`config.mk`:
```
export PLATFORM = sky130hd
export DESIGN_NAME = coax_line_ctrl
export DESIGN_NICKNAME = d
export VERILOG_FILES = /design/src/rtl/coax_pkg.sv /design/src/rtl/coax_bit_timer.sv /design/src/rtl/coax_line_ctrl.sv
export SDC_FILE = /design/constraint.sdc
export NUM_CORES = 1
export LEC_CHECK = 0
export ABC_AREA = 1
export CORE_MARGIN = 5
export CORE_UTILIZATION = 30
export DETAILED_ROUTE_END_ITERATION = 12
export SLEW_MARGIN = 20
export SYNTH_ARGS = -nofsm -noshare
export SYNTH_HDL_FRONTEND = slang
export SYNTH_SLANG_ARGS = --single-unit
```
`constraint.sdc`:
```
create_clock -name clk -period 4.4 [get_ports clk]
set_clock_uncertainty 0.1 [all_clocks]
set_input_delay 0.44 -clock clk [delete_from_list [all_inputs] [get_ports clk]]
set_output_delay 0.44 -clock clk [all_outputs]
set_load 0.05 [all_outputs]
```
`src/rtl/coax_pkg.sv`:
```
// Shared coax definitions: FSM state encodings, default timing constants and
// small helpers used to derive cycle counts and timer width.
package coax_pkg;

    typedef enum logic [2:0] {
        STATE_IDLE       = 3'd0,
        STATE_TX_START   = 3'd1,
        STATE_TX         = 3'd2,
        STATE_TURNAROUND = 3'd3,
        STATE_RX_WAIT    = 3'd4,
        STATE_RX_ACTIVE  = 3'd5
    } coax_state_t;

    localparam int DEF_CLOCKS_PER_BIT        = 8;
    localparam int DEF_TURNAROUND_BITS       = 2;
    localparam int DEF_RESPONSE_TIMEOUT_BITS = 8;
    localparam int DEF_TX_START_BITS         = 2;

    localparam int DEF_TX_START_CYCLES   = DEF_TX_START_BITS * DEF_CLOCKS_PER_BIT;
    localparam int DEF_TURNAROUND_CYCLES = DEF_TURNAROUND_BITS * DEF_CLOCKS_PER_BIT;
    localparam int DEF_RESPONSE_CYCLES   = DEF_RESPONSE_TIMEOUT_BITS * DEF_CLOCKS_PER_BIT;

    function automatic int cycles_for(input int bits, input int clocks_per_bit);
        return bits * clocks_per_bit;
    endfunction

    function automatic int max3(input int a, input int b, input int c);
        int m;
        m = (a > b) ? a : b;
        return (m > c) ? m : c;
    endfunction

    // One extra bit over the largest load so the full count is representable.
    function automatic int timer_width(input int max_load);
        return $clog2(max_load) + 1;
    endfunction

    function automatic logic tx_en_of(input coax_state_t s);
        return (s == STATE_TX_START) || (s == STATE_TX);
    endfunction

    function automatic logic rx_en_of(input coax_state_t s);
        return (s == STATE_IDLE) || (s == STATE_RX_WAIT) || (s == STATE_RX_ACTIVE);
    endfunction

endpackage

```
`src/rtl/coax_bit_timer.sv`:
```
// Loadable saturating down-counter; expired marks the last cycle of a loaded
// interval so the owning state lasts exactly load_value cycles.
module coax_bit_timer #(
    parameter int W = 7
) (
    input  logic         clk,
    input  logic         reset,
    input  logic         load,
    input  logic [W-1:0] load_value,
    output logic         expired
);

    logic [W-1:0] count;

    always_ff @(posedge clk or posedge reset) begin
        if (reset) begin
            count <= '0;
        end else if (load) begin
            count <= load_value;
        end else if (count != '0) begin
            count <= count - 1'b1;
        end
    end

    assign expired = (count == W'(1));

endmodule

```
`src/rtl/coax_line_ctrl.sv`:
```
// Half-duplex coax line controller: arbitrates host transmit requests against
// receive activity, sequences turnaround and bounds the wait for a response.
module coax_line_ctrl
    import coax_pkg::*;
#(
    parameter int CLOCKS_PER_BIT        = DEF_CLOCKS_PER_BIT,
    parameter int TURNAROUND_BITS       = DEF_TURNAROUND_BITS,
    parameter int RESPONSE_TIMEOUT_BITS = DEF_RESPONSE_TIMEOUT_BITS,
    parameter int TX_START_BITS         = DEF_TX_START_BITS
) (
    input  logic clk,
    input  logic reset,
    input  logic host_tx_req,
    input  logic host_expect_response,
    output logic host_tx_ack,
    output logic tx_enable,
    input  logic tx_active,
    output logic rx_enable,
    input  logic rx_active,
    output logic line_busy,
    output logic response_done,
    output logic response_timeout,
    output logic tx_fault
);

    localparam int TX_START_CYCLES   = cycles_for(TX_START_BITS, CLOCKS_PER_BIT);
    localparam int TURNAROUND_CYCLES = cycles_for(TURNAROUND_BITS, CLOCKS_PER_BIT);
    localparam int RESPONSE_CYCLES   = cycles_for(RESPONSE_TIMEOUT_BITS, CLOCKS_PER_BIT);
    localparam int TW = timer_width(max3(TX_START_CYCLES, TURNAROUND_CYCLES, RESPONSE_CYCLES));

    coax_state_t   state, state_nx;
    logic          expect_q, expect_nx;
    logic          tx_prev, rx_prev;
    logic          timer_load;
    logic [TW-1:0] timer_value;
    logic          timer_expired;
    logic          ack_nx, done_nx, timeout_nx, fault_nx;

    coax_bit_timer #(.W(TW)) u_timer (
        .clk        (clk),
        .reset      (reset),
        .load       (timer_load),
        .load_value (timer_value),
        .expired    (timer_expired)
    );

    always_comb begin
        state_nx    = state;
        expect_nx   = expect_q;
        timer_load  = 1'b0;
        timer_value = '0;
        ack_nx      = 1'b0;
        done_nx     = 1'b0;
        timeout_nx  = 1'b0;
        fault_nx    = 1'b0;
        case (state)
            STATE_IDLE: begin
                // Receive activity takes priority; the request stays pending.
                if (host_tx_req && !rx_active) begin
                    ack_nx      = 1'b1;
                    expect_nx   = host_expect_response;
                    state_nx    = STATE_TX_START;
                    timer_load  = 1'b1;
                    timer_value = TW'(TX_START_CYCLES);
                end
            end
            STATE_TX_START: begin
                if (tx_active) begin
                    state_nx = STATE_TX;
                end else if (timer_expired) begin
                    fault_nx = 1'b1;
                    state_nx = STATE_IDLE;
                end
            end
            STATE_TX: begin
                if (tx_prev && !tx_active) begin
                    state_nx    = STATE_TURNAROUND;
                    timer_load  = 1'b1;
                    timer_value = TW'(TURNAROUND_CYCLES);
                end
            end
            STATE_TURNAROUND: begin
                if (timer_expired) begin
                    if (expect_q) begin
                        state_nx    = STATE_RX_WAIT;
                        timer_load  = 1'b1;
                        timer_value = TW'(RESPONSE_CYCLES);
                    end else begin
                        state_nx = STATE_IDLE;
                    end
                end
            end
            STATE_RX_WAIT: begin
                // A response starting on the expiry cycle still counts.
                if (rx_active) begin
                    state_nx = STATE_RX_ACTIVE;
                end else if (timer_expired) begin
                    timeout_nx = 1'b1;
                    state_nx   = STATE_IDLE;
                end
            end
            STATE_RX_ACTIVE: begin
                if (rx_prev && !rx_active) begin
                    done_nx  = 1'b1;
                    state_nx = STATE_IDLE;
                end
            end
            default: begin
                state_nx = STATE_IDLE;
            end
        endcase
    end

    // Outputs are registered from the next state so they track the state register.
    always_ff @(posedge clk or posedge reset) begin
        if (reset) begin
            state            <= STATE_IDLE;
            expect_q         <= 1'b0;
            tx_prev          <= 1'b0;
            rx_prev          <= 1'b0;
            host_tx_ack      <= 1'b0;
            tx_enable        <= 1'b0;
            rx_enable        <= 1'b0;
            line_busy        <= 1'b0;
            response_done    <= 1'b0;
            response_timeout <= 1'b0;
            tx_fault         <= 1'b0;
        end else begin
            state            <= state_nx;
            expect_q         <= expect_nx;
            tx_prev          <= tx_active;
            rx_prev          <= rx_active;
            host_tx_ack      <= ack_nx;
            tx_enable        <= tx_en_of(state_nx);
            rx_enable        <= rx_en_of(state_nx);
            line_busy        <= (state_nx != STATE_IDLE);
            response_done    <= done_nx;
            response_timeout <= timeout_nx;
            tx_fault         <= fault_nx;
        end
    end

endmodule

```
==> flow_summary.toml, run 1 <==
[floorplan]
rows = 21
die_w_microns = 68.8
fp.dieArea_sq_mm = 0.00474
start_util_pct = 31.1
io_pins = 13
coreArea_sq_mm = 0.00334
dieHeight_microns = 68.8

[clock_tree]
cts_hold_buf = 0
cts_buffers = 3
clockRootBuffer = "clkbuf_4"
clk_pin_slew_worst_paths_ps = 120
cts_tree = "built"
cts_setup_buffers = 0
clkLatencyLatePin_ps = 300
h-tree-depth = 1
cts_resized = 0
clock-sinks = 20
clk_path_buf_depth = 2

[routing]
first_pass_iters = 4
vias = 827
dr.first_iter.drc_count = 37
vias_per_cell = 4.45
postRouteAntennaNets = 0
drt-wirelength-per-cell_microns = 10.9
drcViolationCount = 0
wl_mm = 2.03

[synthesis]
synth_top_cell_area_share_pct = 48.2
synth-warning-count = 0
ys_seq_elements = 20
synth_nets = 133
synthTopCellsByArea = "dfrtp_1 48%, nand2_1 8.3%, inv_1 6.5%"
yosysTopAreaCell = "dfrtp_1"
ys_seq_area_share_pct = 48.2
syn_area_sq_mm = 0.00104
synth_cell_type_count = 24
postSynthAreaPerCell_sq_um = 8.37
synth_cells = 124

[worst_setup_path]
worstPathRequired_ps = 3860
worst-path-buf-inv = 1
crit_type = "flop to output pin"
critPathMaxStageDelay_ps = 800
cp_top_family = "buffers and inverters"
cp_slowest_cell = "clkdlybuf4s50_1"
arrival_ps = 1470
crit_chain = "clkdlybuf4s50_1"
critPathLaunchType = "flop"
worstSetupEndpointType = "output pin"
path_max_fanout = 1

[layout]
antenna_cells = 0
stdcell_count = 186
nets = 150
final_cell_mix = "23 x nand2_1, 20 x dfrtp_1, 18 x inv_1"
largest_reg_flops = 7
top_regs = "u_timer.count (7), state (3)"
areaGrowthSynthToFinish_pct = 22.2
final_common_cell = "nand2_1"
regMostFlops = "u_timer.count"
drive_above_1_share_pct = 19.3

[global_route]
overflow = 0
grt_max_degree = 21
grt_pass1_wl_mm = 3.73
antenna_found_initial = 0
grt_pass1_vias = 865
grt_use_total_pct = 10.5

[hold_path]
hp-class = "input pin to async pin"

[sta]
slew_violations = 0
hold_viol_final = 0
fin_crit_sh_pct = 45.7
max_freq_mhz = 497
tightest_slew_ps = 734
rsz0062_at_grt = "no"
setup_ws_ps = 2390
slew_headroom_pct = 51.0
finalSetupViolCount = 0
period_minus_slack_ps = 2010
fin_setup_tns_ps = 0

[placement]
port_buffers = 12
dp.cells = 182
place_ws_ps = 2530
routabilityCongestion = 0.781
dp.final_hpwl_mm = 1.56

[power_and_ir_drop]
powerDensity_mw_per_mm2 = 629
p_leak_nw = 0.667
vdd_drop_max_v = 0.000203
power_mw = 0.798

[run]
drv_cap = 0

[run_status]
outcome = "finished, final reports clean"
[per-layer routing]
metal | part of all wire (%) | GRT usage, % | vias up
met5 | 0 | 0 | -
met4 | 2.4 | 5.11 | 0
met3 | 3.9 | 0.972 | 5
met2 | 50 | 18.4 | 20
met1 | 43 | 12.9 | 386
li1 | - | - | 416
[logic make-up (layout without fill, tap and decap cells)]
logic type,after synthesis,count (layout),synth area share [%]
simple gates,63,63,31.2
xor+xnor,4,4,3.37
flops,20,20,48.2
fa+ha+maj,3,3,3.61
compound gates,9,9,4.58
buf+inv,25,41,9.04
[final timing paths]
| path | startpoint | to | slack [ps] | cells past startpoint |
|---|---|---|---|---|
| min in group clk | state[1]$_DFF_PP0_ | response_done$_DFF_PP0_ | 450 | 1 |
| hold / removal | reset | host_tx_ack$_DFF_PP0_ | 450 | 2 |
| setup reg to reg | u_timer.count[0]$_DFFE_PP0P_ | u_timer.count[6]$_DFFE_PP0P_ | 2700 | 6 |
| setup / recovery | rx_enable$_DFF_PP0_ | rx_enable | 2390 | 1 |
| max in group asynchronous | reset | u_timer.count[6]$_DFFE_PP0P_ | 3290 | 2 |
| hold reg to reg | state[1]$_DFF_PP0_ | response_done$_DFF_PP0_ | 450 | 1 |
[layout make-up]
| type | count | area, sq um |
|---|---|---|
| Tap cell | 46 | 57.6 |
| Timing Repair Buffer | 12 | 120 |
| Clock buffer | 3 | 22.5 |
| Multi-Input combinational cell | 79 | 444 |
| Inverter | 25 | 93.8 |
| Fill cell | 348 | 2070 |
| Clock inverter | 1 | 30.0 |
| Sequential cell | 20 | 500 |
[per-stage QoR]
stage	utilization [%]	hold WS [ps]	area (sq um)
CTS	38.0	446	1270
floorplan	-	304	1040
global placement	36.4	422	1220
detailed placement	36.4	426	1220
finish	38.0	445	1270
global route	38.0	466	1270
[power by group]
part / switching [mW] / leakage, nW / internal [mW]
Combinational: 0.232 / 0.389 / 0.127
Sequential: 0.0498 / 0.250 / 0.239
Clock: 0.0581 / 0.0279 / 0.0921
[synthesized netlist by cell type, drive strengths merged]
cell type,n
xor2,3
nor4,1
a21oi,4
nand4,4
dfrtp,20
ha,3
o21ai,4
xnor2,1
inv,25
nor3b,1
nor3,3
nand2,29
o31ai,1
nor2,18
nand3,7
(Power assumes the default switching activity.)
==> inputs of run 2 (changes only) <==
- clock period: 4.4 -> 1.8 ns (I/O delays scaled with it)
==> run 2 against run 1 <==
Effect of this change: clock power increased by 150%; cell area increased by 0.39%; sequential share of layout area is 0.15 points lower; first-iteration DRC count rose by 19%; routed wire length is 2.1% lower; sequential cell count unchanged; worst setup slack got worse by 2300 ps; critical path depth is the same; via count shrank 2.4%; worst hold slack worse by 370 ps; sequential power is 140% higher; largest power group unchanged.
==> flow_summary.toml, run 2 (synthesis gave the netlist of run 1 again) <==
[run_status]
outcome = "finished, final reports clean"

[sta]
slew_violations = 0
fin_setup_tns_ps = 0
hold_viol_final = 0
tightest_slew_ps = 494
slew_headroom_pct = 66.9
max_freq_mhz = 575
finalSetupViolCount = 0
rsz0062_at_grt = "no"
fin_crit_sh_pct = 96.6
period_minus_slack_ps = 1740

[hold_path]
hp-class = "input pin to async pin"

[power_and_ir_drop]
power.switching_mw = 0.821
swShare_pct = 42.3
powerDensity_mw_per_mm2 = 1520
p_leak_nw = 0.674
power_mw = 1.94
seqPwrFrac_pct = 36.3
clkPwrFrac_pct = 18.9
pwr-share-comb_pct = 44.8
vdd_drop_max_v = 0.000506
power.internal_mw = 1.12

[global_route]
antenna_found_initial = 0
grt_max_degree = 21
grt_use_total_pct = 10.0
grt_pass1_wl_mm = 3.50
grt_pass1_vias = 846
overflow = 0

[clock_tree]
cts_tree = "built"
clk_path_buf_depth = 2
clk_pin_slew_worst_paths_ps = 120
cts_setup_buffers = 0
clkLatencyLatePin_ps = 310
cts_resized = 0
clockRootBuffer = "clkbuf_4"
cts_hold_buf = 0
cts_buffers = 3
clock-sinks = 20
h-tree-depth = 1

[worst_setup_path]
crit_type = "flop to output pin"
critPathLaunchType = "flop"
path_max_fanout = 1
worst-path-buf-inv = 1
worstPathRequired_ps = 1520
arrival_ps = 1460
cp_slowest_cell = "clkdlybuf4s50_1"
r2r_start = "u_timer.count[0]$_DFFE_PP0P_"
cp_top_family = "buffers and inverters"
startpoint = "line_busy$_DFF_PP0_"
worstSetupEndpointType = "output pin"
crit_chain = "clkdlybuf4s50_1"
critPathMaxStageDelay_ps = 800

[layout]
drive_above_1_share_pct = 20.6
top_regs = "u_timer.count (7), state (3)"
largest_reg_flops = 7
stdcell_count = 187
final_cell_mix = "23 x nand2_1, 20 x dfrtp_1, 18 x inv_1"
regMostFlops = "u_timer.count"
final_common_cell = "nand2_1"
nets = 151
antenna_cells = 0
fillCellCount = 338
areaGrowthSynthToFinish_pct = 22.7

[floorplan]
die_w_microns = 68.8
rows = 21
coreArea_sq_mm = 0.00334
start_util_pct = 31.1
fp.dieArea_sq_mm = 0.00474
dieHeight_microns = 68.8
io_pins = 13

[routing]
first_pass_iters = 4
dr.first_iter.drc_count = 44
drt-wirelength-per-cell_microns = 10.6
postRouteAntennaNets = 0
wl_mm = 1.99
vias = 807
drcViolationCount = 0
vias_per_cell = 4.32

[placement]
dp.final_hpwl_mm = 1.50
dp.cells = 183
routabilityCongestion = 0.796
port_buffers = 12

[run]
drv_cap = 0
run 2: area by class of cell:
type	instances	area, sq um	area share [%]
Sequential cell	20	500	39.3
Timing Repair Buffer	13	125	9.82
Multi-Input combinational cell	79	444	34.9
Tap cell	46	57.6	4.52
Clock buffer	3	22.5	1.77
Clock inverter	1	30.0	2.36
Inverter	25	93.8	7.37
run 2: layer usage:
metal	global-route usage [%]	share of wire, %	up-vias
met2	16.3	49	14
met4	5.35	1.7	0
met3	2.27	3.1	4
met5	0	0	-
li1	-	-	418
met1	12.2	46	371
run 2: final timing paths:
kind	end	slack, ps	depth (start not counted)
max	line_busy	60	1
min	expect_q$_DFFE_PP0P_	80	3
max reg2reg	u_timer.count[6]$_DFFE_PP0P_	200	6
min reg2reg	response_done$_DFF_PP0_	440	2
max in group asynchronous	state[0]$_DFF_PP0_	1320	3
min in group clk	rx_prev$_DFF_PP0_	260	1
run 2: per-stage QoR:
step	instance area (sq um)	utilization, %	setup WS (ps)	hold WS, ps
after floorplan	1040	-	355	43.8
after global placement	1220	36.6	197	415
after detailed placement	1220	36.6	190	411
after CTS	1270	38.2	47.9	81.3
after global routing	1270	38.2	2.60	112
final	1270	38.2	61.6	75.3
run 2: power by group through the flow:
stage,Sequential (mW),Clock (mW),Combinational (mW)
6_report,0.704,0.368,0.869
5_1_grt,0.722,0.400,0.984
4_1_cts,0.702,0.376,0.881
3_5_place_dp,0.708,0,0.872
3_3_place_gp,0.707,0,0.850
2_1_floorplan,0.805,0,0.568
